===== src/rtl/proc_pkg.sv =====
// Shared fetch-stage types and constants: NOP encoding, FSM states, PC width
// and the pc_gen select codes.
package proc_pkg;

    localparam int          PC_W       = 32;
    localparam logic [31:0] NOP_INSN_C = 32'h0000_0013;

    typedef enum logic [1:0] {
        FETCH = 2'd0,
        WAIT  = 2'd1,
        HOLD  = 2'd2,
        DRAIN = 2'd3
    } fetch_state_t;

    typedef enum logic [1:0] {
        PC_KEEP     = 2'd0,
        PC_INC      = 2'd1,
        PC_REDIRECT = 2'd2
    } pc_sel_t;

    function automatic logic [PC_W-1:0] word_align(input logic [PC_W-1:0] addr);
        return addr & 32'hFFFF_FFFC;
    endfunction

endpackage


===== src/rtl/instruction_fetch_pc_gen.sv =====
// Program counter register with its next-pc mux (reset / redirect / +4 / hold).
module pc_gen
    import proc_pkg::*;
#(
    parameter logic [PC_W-1:0] RESET_PC = 32'h0000_0000
) (
    input  logic            clk,
    input  logic            rst,
    input  pc_sel_t         i_sel,
    input  logic [PC_W-1:0] i_redirect_pc,
    output logic [PC_W-1:0] o_pc,
    output logic [PC_W-1:0] o_pc_plus4
);

    logic [PC_W-1:0] r_pc;
    logic [PC_W-1:0] w_pc_nxt;

    // +4 wraps naturally at 2^32
    assign o_pc_plus4 = r_pc + 32'd4;
    assign o_pc       = r_pc;

    // next-pc select
    always_comb begin
        w_pc_nxt = r_pc;
        case (i_sel)
            PC_INC:      w_pc_nxt = o_pc_plus4;
            PC_REDIRECT: w_pc_nxt = word_align(i_redirect_pc);
            default:     w_pc_nxt = r_pc;
        endcase
    end

    // pc register
    always_ff @(posedge clk) begin
        if (rst) begin
            r_pc <= word_align(RESET_PC);
        end else begin
            r_pc <= w_pc_nxt;
        end
    end

endmodule


===== src/rtl/instruction_fetch.sv =====
// Single-outstanding instruction fetch stage feeding the IF/ID register.
// Optional FETCH_PERF_EN adds fetch_count / bubble_count performance counters.
module instruction_fetch
    import proc_pkg::*;
#(
    parameter logic [31:0] RESET_PC = 32'h0000_0000,
    parameter logic [31:0] NOP_INSN = NOP_INSN_C
) (
    input  logic        clk,
    input  logic        rst,
    input  logic        hazard,
    input  logic        stall_mem,
    input  logic        flush,
    input  logic [31:0] redirect_pc,
    output logic        imem_req,
    output logic [31:0] imem_addr,
    input  logic        imem_rdy,
    input  logic [31:0] imem_rdata,
    output logic [31:0] instruction,
    output logic [31:0] curr_pc,
    output logic [31:0] next_pc,
    output logic        if_busy
`ifdef FETCH_PERF_EN
    ,
    output logic [31:0] fetch_count,
    output logic [31:0] bubble_count
`endif
);

    fetch_state_t r_state;
    fetch_state_t w_state_nxt;
    pc_sel_t      w_pc_sel;
    logic [31:0]  r_hold;
    logic [31:0]  r_instr;
    logic [31:0]  r_curr_pc;
    logic [31:0]  r_next_pc;
    logic [31:0]  w_pc;
    logic [31:0]  w_pc_plus4;
    logic [31:0]  w_insn_src;
    logic         w_accept;
    logic         w_load_insn;
    logic         w_load_nop;
    logic         w_hold_cap;
    logic         w_hold_clr;

    pc_gen #(
        .RESET_PC (RESET_PC)
    ) u_pc_gen (
        .clk           (clk),
        .rst           (rst),
        .i_sel         (w_pc_sel),
        .i_redirect_pc (redirect_pc),
        .o_pc          (w_pc),
        .o_pc_plus4    (w_pc_plus4)
    );

    assign w_accept = ~hazard & ~stall_mem;

    // fetch FSM next-state, IF/ID load and hold-buffer control; flush dominates
    always_comb begin
        w_state_nxt = r_state;
        w_pc_sel    = PC_KEEP;
        w_load_insn = 1'b0;
        w_load_nop  = 1'b0;
        w_insn_src  = r_hold;
        w_hold_cap  = 1'b0;
        w_hold_clr  = 1'b0;
        if (flush) begin
            w_pc_sel   = PC_REDIRECT;
            w_load_nop = 1'b1;
            w_hold_clr = 1'b1;
            // a request still in flight must be drained before refetching
            if (((r_state == WAIT) || (r_state == DRAIN)) && !imem_rdy) begin
                w_state_nxt = DRAIN;
            end else begin
                w_state_nxt = FETCH;
            end
        end else begin
            case (r_state)
                FETCH: begin
                    w_state_nxt = WAIT;
                    w_load_nop  = w_accept;
                end
                WAIT: begin
                    if (imem_rdy) begin
                        if (w_accept) begin
                            w_load_insn = 1'b1;
                            w_insn_src  = imem_rdata;
                            w_pc_sel    = PC_INC;
                            w_state_nxt = FETCH;
                        end else begin
                            w_hold_cap  = 1'b1;
                            w_state_nxt = HOLD;
                        end
                    end else begin
                        w_load_nop = w_accept;
                    end
                end
                HOLD: begin
                    if (w_accept) begin
                        w_load_insn = 1'b1;
                        w_insn_src  = r_hold;
                        w_pc_sel    = PC_INC;
                        w_state_nxt = FETCH;
                    end else begin
                        w_state_nxt = HOLD;
                    end
                end
                DRAIN: begin
                    w_load_nop = w_accept;
                    if (imem_rdy) begin
                        w_state_nxt = FETCH;
                    end else begin
                        w_state_nxt = DRAIN;
                    end
                end
                default: begin
                    w_state_nxt = FETCH;
                end
            endcase
        end
    end

    // FSM state register
    always_ff @(posedge clk) begin
        if (rst) begin
            r_state <= FETCH;
        end else begin
            r_state <= w_state_nxt;
        end
    end

    // hold buffer for a response that arrived while decode was not accepting
    always_ff @(posedge clk) begin
        if (rst || w_hold_clr) begin
            r_hold <= 32'h0000_0000;
        end else if (w_hold_cap) begin
            r_hold <= imem_rdata;
        end else begin
            r_hold <= r_hold;
        end
    end

    // IF/ID pipeline register
    always_ff @(posedge clk) begin
        if (rst || w_load_nop) begin
            r_instr   <= NOP_INSN;
            r_curr_pc <= 32'h0000_0000;
            r_next_pc <= 32'h0000_0000;
        end else if (w_load_insn) begin
            r_instr   <= w_insn_src;
            r_curr_pc <= w_pc;
            r_next_pc <= w_pc_plus4;
        end else begin
            r_instr   <= r_instr;
            r_curr_pc <= r_curr_pc;
            r_next_pc <= r_next_pc;
        end
    end

    // reset and a same-cycle flush both suppress the request so it never goes stale
    assign imem_req    = (r_state == FETCH) & ~rst & ~flush;
    assign imem_addr   = w_pc;
    assign instruction = r_instr;
    assign curr_pc     = r_curr_pc;
    assign next_pc     = r_next_pc;
    assign if_busy     = (r_state != HOLD);

`ifdef FETCH_PERF_EN
    logic [31:0] r_fetch_cnt;
    logic [31:0] r_bubble_cnt;

    // real-instruction and bubble load counters, free-running with wrap
    always_ff @(posedge clk) begin
        if (rst) begin
            r_fetch_cnt  <= 32'h0000_0000;
            r_bubble_cnt <= 32'h0000_0000;
        end else if (w_load_insn) begin
            r_fetch_cnt  <= r_fetch_cnt + 32'd1;
        end else if (w_load_nop) begin
            r_bubble_cnt <= r_bubble_cnt + 32'd1;
        end else begin
            r_fetch_cnt  <= r_fetch_cnt;
            r_bubble_cnt <= r_bubble_cnt;
        end
    end

    assign fetch_count  = r_fetch_cnt;
    assign bubble_count = r_bubble_cnt;
`endif

endmodule


===== config.mk =====
export PLATFORM = sky130hd
export DESIGN_NAME = instruction_fetch
export DESIGN_NICKNAME = d
export VERILOG_FILES = /design/src/rtl/proc_pkg.sv /design/src/rtl/instruction_fetch_pc_gen.sv /design/src/rtl/instruction_fetch.sv
export SDC_FILE = /design/constraint.sdc
export NUM_CORES = 1
export LEC_CHECK = 0
export ABC_AREA = 1
export BUFFER_PORTS_ARGS = -buffer_cell sky130_fd_sc_hd__buf_2
export CORE_MARGIN = 3
export CORE_UTILIZATION = 45
export DETAILED_ROUTE_END_ITERATION = 12
export PLACE_DENSITY = 0.76
export RECOVER_POWER = 50
export SETUP_SLACK_MARGIN = 0.5
export SYNTH_ARGS = -nofsm -noshare
export SYNTH_HDL_FRONTEND = slang
export SYNTH_HIERARCHICAL = 1
export SYNTH_SLANG_ARGS = --single-unit
export TNS_END_PERCENT = 5

===== constraint.sdc =====
create_clock -name clk -period 3.3 [get_ports clk]
set_input_delay 0.165 -clock clk [delete_from_list [all_inputs] [get_ports clk]]
set_output_delay 0.165 -clock clk [all_outputs]
set_load 0.05 [all_outputs]

# Word-level counts from Yosys, hierarchy flattened
# Cells that the tools add are included.
[totals]
regBits = 162
out_inout_bits = 130
wordCells = 56
[classes]
add_sub_neg = 1
eq_ne = 7
mux = 27
bitwise_logic = 7
reduce_logical = 8
[ops]
columns = ["op", "n"]
rows = [
  ["$mux W32", 4],
  ["$pmux W32 S2", 1],
  ["$add A32 B3 Y32 const B", 1],
  ["$mux W1", 12],
  ["$mux W2", 6],
  ["$pmux W2 S4", 1],
  ["$eq A2 B2 Y1 const B", 3],
  ["$pmux W1 S2", 3],
  ["$eq A2 B1 Y1 const B", 2],
  ["$not A1 Y1", 4],
  ["$and A1 B1 Y1", 3],
  ["$logic_or A1 B1 Y1", 3],
  ["$ne A3 B3 Y1 const B", 1],
  ["$logic_not A2 Y1", 1],
  ["$ne A2 B2 Y1 const B", 1],
  ["$reduce_bool A2 Y1", 1],
  ["$reduce_or A2 Y1", 1],
  ["$logic_and A1 B1 Y1", 1],
  ["$logic_not A1 Y1", 1],
]

# Depth between registers and ports, before layout
# Gate-level depths: netlist (run 1).
[depth]
ltp_word = 8
depth_mapped = 17

# By module
# The synthesis (run 1) kept the hierarchy.
[modules_own_cells]
columns = ["module", "n_inst", "cells_per_inst", "area_each_um2"]
rows = [
  ["instruction_fetch", 1, 882, 5718.0],
  ["pc_gen", 1, 379, 2344.7],
]

# Least setup slack after synthesis (run 1)
# OpenSTA, ideal clock, no wires.
[synth_path]
path_kind = "register to register"
from = "reg r_state[0]"
to = "reg u_pc_gen.r_pc[16], in the netlist u_pc_gen/o_pc[16]"
arrival_ns = 2.536
t_required_ns = 3.233
slack_ns = 0.697
path_stages_with_launch = 16
n_path_buf = 4
period_less_slack_ns = 2.603
path_cell_list = "dfxtp_1 inv_1 ha_1 inv_1 nand2_1 nand2_1 nor2_2 buf_4 buf_4 inv_1 ha_1 clkbuf_1 inv_1 clkbuf_1 o21ai_0 a21oi_2"
[synth_between]
elab_chain_len = 5
elab_cells_between_ends = 8
cone_classes = "eq/ne (4); mux (3); reduce/logical (1)"
[synth_rtl]
columns = ["element", "line_no", "rtl"]
rows = [
  ["from (decl)", "instruction_fetch.sv:30", "fetch_state_t r_state;"],
  ["from (signal assigned)", "instruction_fetch.sv:129", "r_state <= w_state_nxt;"],
  ["$eq A2 B2 Y1 or $eq A2 B1 Y1 (tied branches)", "instruction_fetch.sv:79", "case (r_state)"],
  ["$pmux W1 S2 (*)", "instruction_fetch.sv:79", ""],
  ["$mux W2 (*)", "instruction_fetch.sv:68", "if (flush) begin"],
  ["$eq A2 B2 Y1 or $eq A2 B1 Y1 (tied branches)", "instruction_fetch_pc_gen.sv:25", "case (i_sel)"],
  ["$pmux W32 S2 or $reduce_bool A2 Y1 (tied branches)", "--", ""],
  ["to (signal assigned)", "instruction_fetch_pc_gen.sv:35", "r_pc <= word_align(RESET_PC);"],
  ["to (signal assigned)", "instruction_fetch_pc_gen.sv:37", "r_pc <= w_pc_nxt;"],
  ["to (decl)", "instruction_fetch_pc_gen.sv:15", "logic [PC_W-1:0] r_pc;"],
]
# Mark *: on every way between the ends. The rest lies on a longest branch, timed or not.
# A chain may end at the register's enable or synchronous reset.

# Final worst setup path (run 1)
[layout_path]
from = "reg r_state[1]"
to = "reg u_pc_gen.r_pc[6], in the netlist u_pc_gen/o_pc[6]"
# Same word-level chain as after synthesis.

==> run_summary.xml, run 1 <==
<?xml version="1.0" encoding="UTF-8"?>
<metrics>
  <group name="outcome">
    <metric name="status" unit="">complete, no violations</metric>
  </group>
  <group name="clocking">
    <metric name="cts_tree" unit="">built</metric>
    <metric name="root_buffer" unit="">clkbuf_16</metric>
    <metric name="skew_pair_late_insertion_delay" unit="ns">0.42</metric>
    <metric name="bufs_on_longest_clock_path" unit="">2</metric>
    <metric name="clk_pin_slew_worst_paths" unit="ns">0.06</metric>
    <metric name="cts_setup_buffers" unit="">0</metric>
    <metric name="cts.sink_count" unit="">160</metric>
    <metric name="htree_num_levels" unit="">4</metric>
    <metric name="cts_made_buffers" unit="">17</metric>
  </group>
  <group name="critical_path">
    <metric name="path_class" unit="">reg -&gt; reg</metric>
    <metric name="crit_path_cell_trace" unit="">inv_1 -&gt; ha_1 -&gt; nand2_1 -&gt; nand2_1 -&gt; nand2_1 -&gt; nor2_4 -&gt; inv_1 -&gt; ha_1 -&gt; buf_4 -&gt; inv_1 -&gt; o21ai_0 -&gt; a21oi_1</metric>
    <metric name="crit_path_max_incr_delay" unit="ns">0.33</metric>
    <metric name="r2r_slack" unit="ns">0.87</metric>
    <metric name="required_time_reported_for_the_critical_path_endpoint" unit="ns">3.59</metric>
    <metric name="critPathMaxFanout" unit="">20</metric>
    <metric name="worstSetupStartpointType" unit="">flip-flop</metric>
    <metric name="worst-r2r-cell-count" unit="">12</metric>
    <metric name="reg2reg_from" unit="">r_state[1]$_SDFFE_PP0P_</metric>
    <metric name="timing.critical_path.slowest_stage_cell" unit="">dfxtp_1</metric>
    <metric name="cp-end-kind" unit="">flip-flop</metric>
    <metric name="critical_path_arrival" unit="ns">2.72</metric>
    <metric name="worstReg2RegEnd" unit="">u_pc_gen/o_pc[6]$_SDFFE_PP0P_</metric>
  </group>
  <group name="detailed_routing">
    <metric name="routed_wl_per_cell" unit="um">12.6</metric>
    <metric name="drt-vias-per-instance" unit="">4.75</metric>
    <metric name="postRouteAntennaNets" unit="">0</metric>
    <metric name="total_wire_length_after_detailed_routing" unit="um">21400</metric>
    <metric name="drt_pre_antenna_iters" unit="">5</metric>
    <metric name="dr_total_vias" unit="">8049</metric>
    <metric name="drcViolationCount" unit="">0</metric>
    <metric name="drt_iter0_drc" unit="">451</metric>
  </group>
  <group name="power_and_ir_drop">
    <metric name="power-per-cell-area" unit="nW/um^2">456</metric>
    <metric name="total_power" unit="mW">4.48</metric>
    <metric name="p_leak" unit="nW">4.30</metric>
    <metric name="power.ir.vdd_worst" unit="V">0.000349</metric>
  </group>
  <group name="worst_hold_path">
    <metric name="worstHoldStart" unit="">imem_rdata[15]</metric>
    <metric name="min_delay_worst_type" unit="">in -&gt; reg</metric>
    <metric name="min_delay_worst_endpoint" unit="">r_hold[15]$_SDFFE_PP0P_</metric>
    <metric name="hold-path-cell-count" unit="">3</metric>
  </group>
  <group name="layout">
    <metric name="num-nets-final" unit="">1534</metric>
    <metric name="layout.cells.most_common_list" unit="">381 x nand2_1, 210 x nor2_1, 187 x inv_1</metric>
    <metric name="layout-area-overhead-vs-synth" unit="%">21.9</metric>
    <metric name="most_common_cell_after_layout_fill_and_taps_aside" unit="">nand2_1</metric>
    <metric name="drive_gt1_frac" unit="">0.107</metric>
  </group>
  <group name="timing">
    <metric name="post-route-min-period" unit="ns">2.43</metric>
    <metric name="fin_skew" unit="ns">0.00865</metric>
    <metric name="final-setup-viol-count" unit="">0</metric>
    <metric name="max_freq" unit="MHz">411</metric>
    <metric name="finalCritPeriodShare" unit="">0.736</metric>
    <metric name="max_slew.worst_pin.slew" unit="ns">1.34</metric>
    <metric name="fin_setup_tns" unit="ns">0</metric>
    <metric name="hold_viol" unit="">0</metric>
    <metric name="worst_slew_margin_rel" unit="">0.106</metric>
    <metric name="grt_setup_unrepaired" unit="">false</metric>
    <metric name="maxSlewViolCount" unit="">0</metric>
  </group>
  <group name="job">
    <metric name="drv_cap" unit="">0</metric>
  </group>
  <group name="synth">
    <metric name="synth-warning-count" unit="">6</metric>
    <metric name="synth.distinct_cells" unit="">33</metric>
    <metric name="post-synth-top-area-cell" unit="">dfxtp_1</metric>
    <metric name="synthesis.instances" unit="">1261</metric>
    <metric name="synth_area" unit="um^2">8060</metric>
    <metric name="ys_top_cells_by_area" unit="">dfxtp_1 40%, nand2_1 18%, nor2_1 9.8%</metric>
    <metric name="sequential_to_total_area_share_from_yosys_stat" unit="">0.397</metric>
    <metric name="postSynthRegisterBits" unit="">160</metric>
    <metric name="yosys.area.top_type_share" unit="">0.397</metric>
    <metric name="avgSynthCellArea" unit="um^2">6.39</metric>
  </group>
  <group name="die">
    <metric name="core-area" unit="um^2">17400</metric>
    <metric name="floorplan.die.height" unit="um">140</metric>
    <metric name="initial_utilization" unit="">0.463</metric>
    <metric name="floorplan.die_area" unit="um^2">19600</metric>
    <metric name="placement_rows" unit="">48</metric>
    <metric name="ioPinCount" unit="">200</metric>
    <metric name="die_width" unit="um">140</metric>
  </group>
  <group name="global_routing">
    <metric name="globalRouteOverflowTotal" unit="">0</metric>
    <metric name="grt_util_all_layers" unit="">0.214</metric>
    <metric name="via_count_of_the_first_global_routing_pass" unit="">7219</metric>
    <metric name="grt_max_degree" unit="">80</metric>
    <metric name="antenna_found_initial" unit="">2</metric>
    <metric name="wire_length_of_the_first_global_routing_pass" unit="um">34900</metric>
  </group>
  <group name="placement">
    <metric name="port_buffers" unit="">195</metric>
    <metric name="gp_congestion" unit="">0.866</metric>
    <metric name="place_hpwl" unit="um">14400</metric>
  </group>
</metrics>
==> layout make-up <==
type | instances | area, um^2
timing repair buffer | 237 | 1200
clock inverter | 8 | 104
antenna | 1 | 2.50
tap | 225 | 282
sequential | 160 | 3200
clock buffer | 24 | 482
fill | 1758 | 7590
multi-input combinational | 847 | 3820
inverter | 194 | 729
==> state kept, by name (all words and copies together), names as in the netlist <==
name	cells
curr_pc	32
instruction	32
next_pc	32
r_hold	32
u_pc_gen/o_pc	30
r_state	2
==> worst max-delay path, delay by kind of cell (launching register included) <==
family                   cells  cell delay (ns)
adder cells (fa/ha/maj)      2             0.45
AO/OA/AOI/OAI                2             0.41
AND/OR/NAND/NOR              4             0.41
buffers and inverters        4             0.68
flip-flops                   1             0.33
==> per-stage QoR <==
| step | worst slack [ns] | hold slack (ns) | cell area (um^2) | std cells | utilization |
|---|---|---|---|---|---|
| global placement | 0.578 | 0.421 | 9130 | 1636 | 0.524 |
| global route | 0.609 | 0.0207 | 9830 | 1696 | 0.564 |
| floorplan | 0.697 | 0.234 | 8070 | 1264 | - |
| detailed placement | 0.496 | 0.429 | 9130 | 1636 | 0.524 |
| finish | 0.870 | 0.0223 | 9830 | 1696 | 0.564 |
| CTS | 0.684 | 0.000941 | 9980 | 1695 | 0.573 |
==> layer usage <==
metal	global-route usage	up-vias	share of wire
li1	-	4154	-
met1	0.295	3605	0.46
met2	0.334	247	0.45
met3	0.0405	41	0.066
met4	0.0806	2	0.024
met5	0	-	0.00061
==> power by group <==
part | switching [mW] | internal, mW | leakage, nW
Clock | 0.783 | 1.18 | 0.285
Sequential | 0.0583 | 1.97 | 1.30
Combinational | 0.340 | 0.154 | 2.72
==> cells by family (layout without fill, tap and decap cells) <==
| kind of cell | count (synthesis) | count (layout) | synth area share |
|---|---|---|---|
| buf+inv | 257 | 463 | 0.132 |
| flops | 160 | 160 | 0.397 |
| compound gates | 159 | 159 | 0.101 |
| simple gates | 662 | 662 | 0.334 |
| xor+xnor | 15 | 15 | 0.0237 |
| fa+ha+maj | 7 | 7 | 0.0109 |
| other cells | 1 | 5 | 0.000465 |
==> timing repair <==
action                                 4_1_cts  5_1_grt
cloned                                       0        0
setup endpoints to repair                    2       40
endpoints found under the hold margin       27        0
hold buffers                                27        0
gates resized for setup                      1        1
==> cell usage after synthesis, drive strengths merged <==
master and number:
nand4 1, xor2 11, o21ai 49, nand3b 3, a221oi 1, clkbuf 22, conb 1, a21boi 2
xnor2 4, and2 1, nor2 229, dfxtp 160, o211ai 1, inv 193, nor3 4, clkinv 1
nand3 33, a21oi 106, ha 7, nand2 391, buf 41
==> worst max path at each step <==
stage	startpoint	end	slack, ns
2_1_floorplan	r_state[0]$_SDFFE_PP0P_	u_pc_gen/o_pc[16]$_SDFFE_PP0P_	0.70
3_3_place_gp	r_state[1]$_SDFFE_PP0P_	u_pc_gen/o_pc[16]$_SDFFE_PP0P_	0.58
3_5_place_dp	r_state[1]$_SDFFE_PP0P_	u_pc_gen/o_pc[16]$_SDFFE_PP0P_	0.50
4_1_cts	r_state[1]$_SDFFE_PP0P_	next_pc[26]$_SDFFE_PP0P_	0.68
5_1_grt	r_state[1]$_SDFFE_PP0P_	next_pc[26]$_SDFFE_PP0P_	0.61
6_report	r_state[1]$_SDFFE_PP0P_	u_pc_gen/o_pc[6]$_SDFFE_PP0P_	0.87
(Power assumes the default switching activity.)
==> run 2, diff against run 1 <==
Settings changed: ABC_AREA 1 to 0, PLACE_DENSITY 0.76 to 0.77.
Clock period 3.3 ns to 2.5 ns, I/O delays scaled along.
==> run_summary.xml, run 2 <==
<?xml version="1.0" encoding="UTF-8"?>
<metrics>
  <group name="outcome">
    <metric name="status" unit="">complete, no violations</metric>
  </group>
  <group name="clocking">
    <metric name="root_buffer" unit="">clkbuf_16</metric>
    <metric name="cts_made_buffers" unit="">17</metric>
    <metric name="clk_pin_slew_worst_paths" unit="ns">0.07</metric>
    <metric name="cts_tree" unit="">built</metric>
    <metric name="bufs_on_longest_clock_path" unit="">2</metric>
    <metric name="skew_pair_late_insertion_delay" unit="ns">0.43</metric>
    <metric name="cts.sink_count" unit="">160</metric>
    <metric name="htree_num_levels" unit="">4</metric>
  </group>
  <group name="placement">
    <metric name="gp_congestion" unit="">0.838</metric>
    <metric name="dp_slack" unit="ns">0.160</metric>
    <metric name="place_hpwl" unit="um">14300</metric>
    <metric name="port_buffers" unit="">195</metric>
  </group>
  <group name="timing">
    <metric name="worst_slew_margin_rel" unit="">0.521</metric>
    <metric name="max_freq" unit="MHz">453</metric>
    <metric name="maxSlewViolCount" unit="">0</metric>
    <metric name="fin_skew" unit="ns">0.0140</metric>
    <metric name="finalCritPeriodShare" unit="">0.883</metric>
    <metric name="hold_viol" unit="">0</metric>
    <metric name="final-setup-viol-count" unit="">0</metric>
    <metric name="grt_setup_unrepaired" unit="">true</metric>
    <metric name="max_slew.worst_pin.slew" unit="ns">0.718</metric>
    <metric name="setup_slack" unit="ns">0.294</metric>
    <metric name="fin_setup_tns" unit="ns">0</metric>
    <metric name="post-route-min-period" unit="ns">2.21</metric>
  </group>
  <group name="critical_path">
    <metric name="timing.critical_path.slowest_stage_cell" unit="">dfxtp_1</metric>
    <metric name="cp-end-kind" unit="">flip-flop</metric>
    <metric name="critical_path_arrival" unit="ns">2.50</metric>
    <metric name="crit_path_max_incr_delay" unit="ns">0.41</metric>
    <metric name="crit_path_cell_trace" unit="">ha_1 -&gt; and2_4 -&gt; o211ai_4 -&gt; inv_4 -&gt; inv_4 -&gt; ha_4 -&gt; nor2b_4 -&gt; buf_6 -&gt; a22o_1 -&gt; nor4bb_1 -&gt; nor3_1</metric>
    <metric name="required_time_reported_for_the_critical_path_endpoint" unit="ns">2.80</metric>
    <metric name="worstSetupStartpointType" unit="">flip-flop</metric>
    <metric name="path_class" unit="">reg -&gt; reg</metric>
    <metric name="crit_path_frequent_cell" unit="">inv_4</metric>
    <metric name="critPathMaxFanout" unit="">6</metric>
  </group>
  <group name="die">
    <metric name="initial_utilization" unit="">0.466</metric>
    <metric name="floorplan.die_area" unit="um^2">18200</metric>
    <metric name="placement_rows" unit="">46</metric>
    <metric name="floorplan.die.height" unit="um">135</metric>
    <metric name="ioPinCount" unit="">200</metric>
    <metric name="core-area" unit="um^2">16100</metric>
    <metric name="die_width" unit="um">135</metric>
  </group>
  <group name="global_routing">
    <metric name="wire_length_of_the_first_global_routing_pass" unit="um">36600</metric>
    <metric name="globalRouteOverflowTotal" unit="">0</metric>
    <metric name="antenna_found_initial" unit="">2</metric>
    <metric name="via_count_of_the_first_global_routing_pass" unit="">7181</metric>
    <metric name="grt_util_all_layers" unit="">0.245</metric>
    <metric name="grt_max_degree" unit="">97</metric>
  </group>
  <group name="detailed_routing">
    <metric name="dr_total_vias" unit="">7870</metric>
    <metric name="drt_iter0_drc" unit="">833</metric>
    <metric name="drcViolationCount" unit="">0</metric>
    <metric name="routed_wl_per_cell" unit="um">16.7</metric>
    <metric name="total_wire_length_after_detailed_routing" unit="um">23500</metric>
    <metric name="drt_pre_antenna_iters" unit="">6</metric>
    <metric name="postRouteAntennaNets" unit="">0</metric>
    <metric name="drt-vias-per-instance" unit="">5.58</metric>
  </group>
  <group name="synth">
    <metric name="synth_area" unit="um^2">7490</metric>
    <metric name="most_used_dff_post_synth" unit="">dfxtp_1</metric>
    <metric name="asyncSetResetFlopFracSynth" unit="">0</metric>
    <metric name="sequential_to_total_area_share_from_yosys_stat" unit="">0.428</metric>
    <metric name="number_of_synthesized_flops_with_an_enable_pin" unit="">0</metric>
    <metric name="synth_most_common_cell" unit="">nand2_1</metric>
    <metric name="yosys-top-cells-count" unit="">262 x nand2_1, 160 x dfxtp_1, 140 x a21oi_1</metric>
    <metric name="synth-warning-count" unit="">6</metric>
    <metric name="ys_top_cells_by_area" unit="">dfxtp_1 43%, nand2_1 13%, a21oi_1 9.4%</metric>
    <metric name="yosys.area.top_type_share" unit="">0.428</metric>
    <metric name="synthesis.instances" unit="">948</metric>
    <metric name="postSynthRegisterBits" unit="">160</metric>
    <metric name="synth.distinct_cells" unit="">67</metric>
    <metric name="post-synth-top-area-cell" unit="">dfxtp_1</metric>
    <metric name="avgSynthCellArea" unit="um^2">7.90</metric>
  </group>
  <group name="power_and_ir_drop">
    <metric name="p_leak" unit="nW">3.42</metric>
    <metric name="total_power" unit="mW">6.08</metric>
    <metric name="power-per-cell-area" unit="nW/um^2">613</metric>
    <metric name="power.ir.vdd_worst" unit="V">0.000497</metric>
  </group>
  <group name="job">
    <metric name="drv_cap" unit="">0</metric>
  </group>
  <group name="layout">
    <metric name="layout.cells.most_common_list" unit="">262 x nand2_1, 147 x dfxtp_1, 138 x a21oi_1</metric>
    <metric name="most_common_cell_after_layout_fill_and_taps_aside" unit="">nand2_1</metric>
    <metric name="num-nets-final" unit="">1256</metric>
    <metric name="layout-area-overhead-vs-synth" unit="%">32.3</metric>
    <metric name="drive_gt1_frac" unit="">0.182</metric>
  </group>
  <group name="worst_hold_path">
    <metric name="min_delay_worst_type" unit="">in -&gt; reg</metric>
  </group>
</metrics>
==> run 2: cells by family after synthesis <==
| group | share of synthesized area |
|---|---|
| AOI/OAI and AO/OA | 0.218 |
| buffers and inverters | 0.0727 |
| DFF | 0.428 |
| muxes | 0.00685 |
| adders and majority gates | 0.0117 |
| and+or+nand+nor | 0.231 |
| xor gates and xnor gates | 0.0316 |
| other | 0.000501 |
==> run 2: worst max-delay path: cells and delay by family, from the launching register on <==
family,cells,cell delay [ns]
and+or+nand+nor,4,0.57
adders and majority gates,2,0.51
DFF,1,0.41
AOI/OAI and AO/OA,2,0.32
buffers and inverters,3,0.25
==> run 2: what timing repair did <==
action | in CTS | in global routing
setup endpoints to repair | 126 | 126
pin swaps | 9 | 11
hold buffers | 37 | 0
endpoints found under the hold margin | 37 | 0
gates resized for setup | 27 | 34
buffers inserted | 14 | 11
cloned | 1 | 2
==> run 2: cell type report <==
| type | instances | area, um^2 |
|---|---|---|
| Fill cell | 1442 | 6150 |
| Multi-Input combinational cell | 688 | 3940 |
| Sequential cell | 160 | 3220 |
| Timing Repair Buffer | 296 | 1780 |
| Clock buffer | 20 | 457 |
| Tap cell | 216 | 270 |
| Clock inverter | 12 | 160 |
| Inverter | 16 | 73.8 |
| Antenna cell | 2 | 5.00 |
==> run 2: through the flow <==
| step | cells | cell area, um^2 | hold WS (ns) | utilization |
|---|---|---|---|---|
| global placement | 1311 | 8630 | 0.379 | 0.537 |
| floorplan | 951 | 7600 | 0.261 | - |
| CTS | 1395 | 9860 | 0.000154 | 0.614 |
| detailed placement | 1311 | 8630 | 0.384 | 0.537 |
| global route | 1410 | 9910 | 0.0253 | 0.617 |
| finish | 1410 | 9910 | 0.00944 | 0.617 |
==> run 2: final timing paths <==
path                                               start                             end  slack (ns)  depth (start not counted)
worst max register to register   r_state[0]$_SDFFE_PP0P_  u_pc_gen/o_pc[25]$_SDFFE_PP0P_        0.29                         11
worst min register to register  curr_pc[18]$_SDFFE_PP0P_        curr_pc[18]$_SDFFE_PP0P_        0.45                          2
worst max-delay path             r_state[0]$_SDFFE_PP0P_  u_pc_gen/o_pc[25]$_SDFFE_PP0P_        0.29                         11
worst min-delay path                     redirect_pc[16]  u_pc_gen/o_pc[16]$_SDFFE_PP0P_       0.009                          3
==> run 2: power by group <==
part           leakage (nW)  switching (mW)  total (mW)  internal [mW]
Clock                 0.288            1.08        2.71           1.63
Combinational          1.84           0.435       0.707          0.273
Sequential             1.30          0.0702        2.66           2.59
==> run 2: layer usage <==
metal  wire, um  track usage
met5          0            0
met1       9930        0.325
met3       1880       0.0574
met2      11000        0.389
met4        685       0.0974
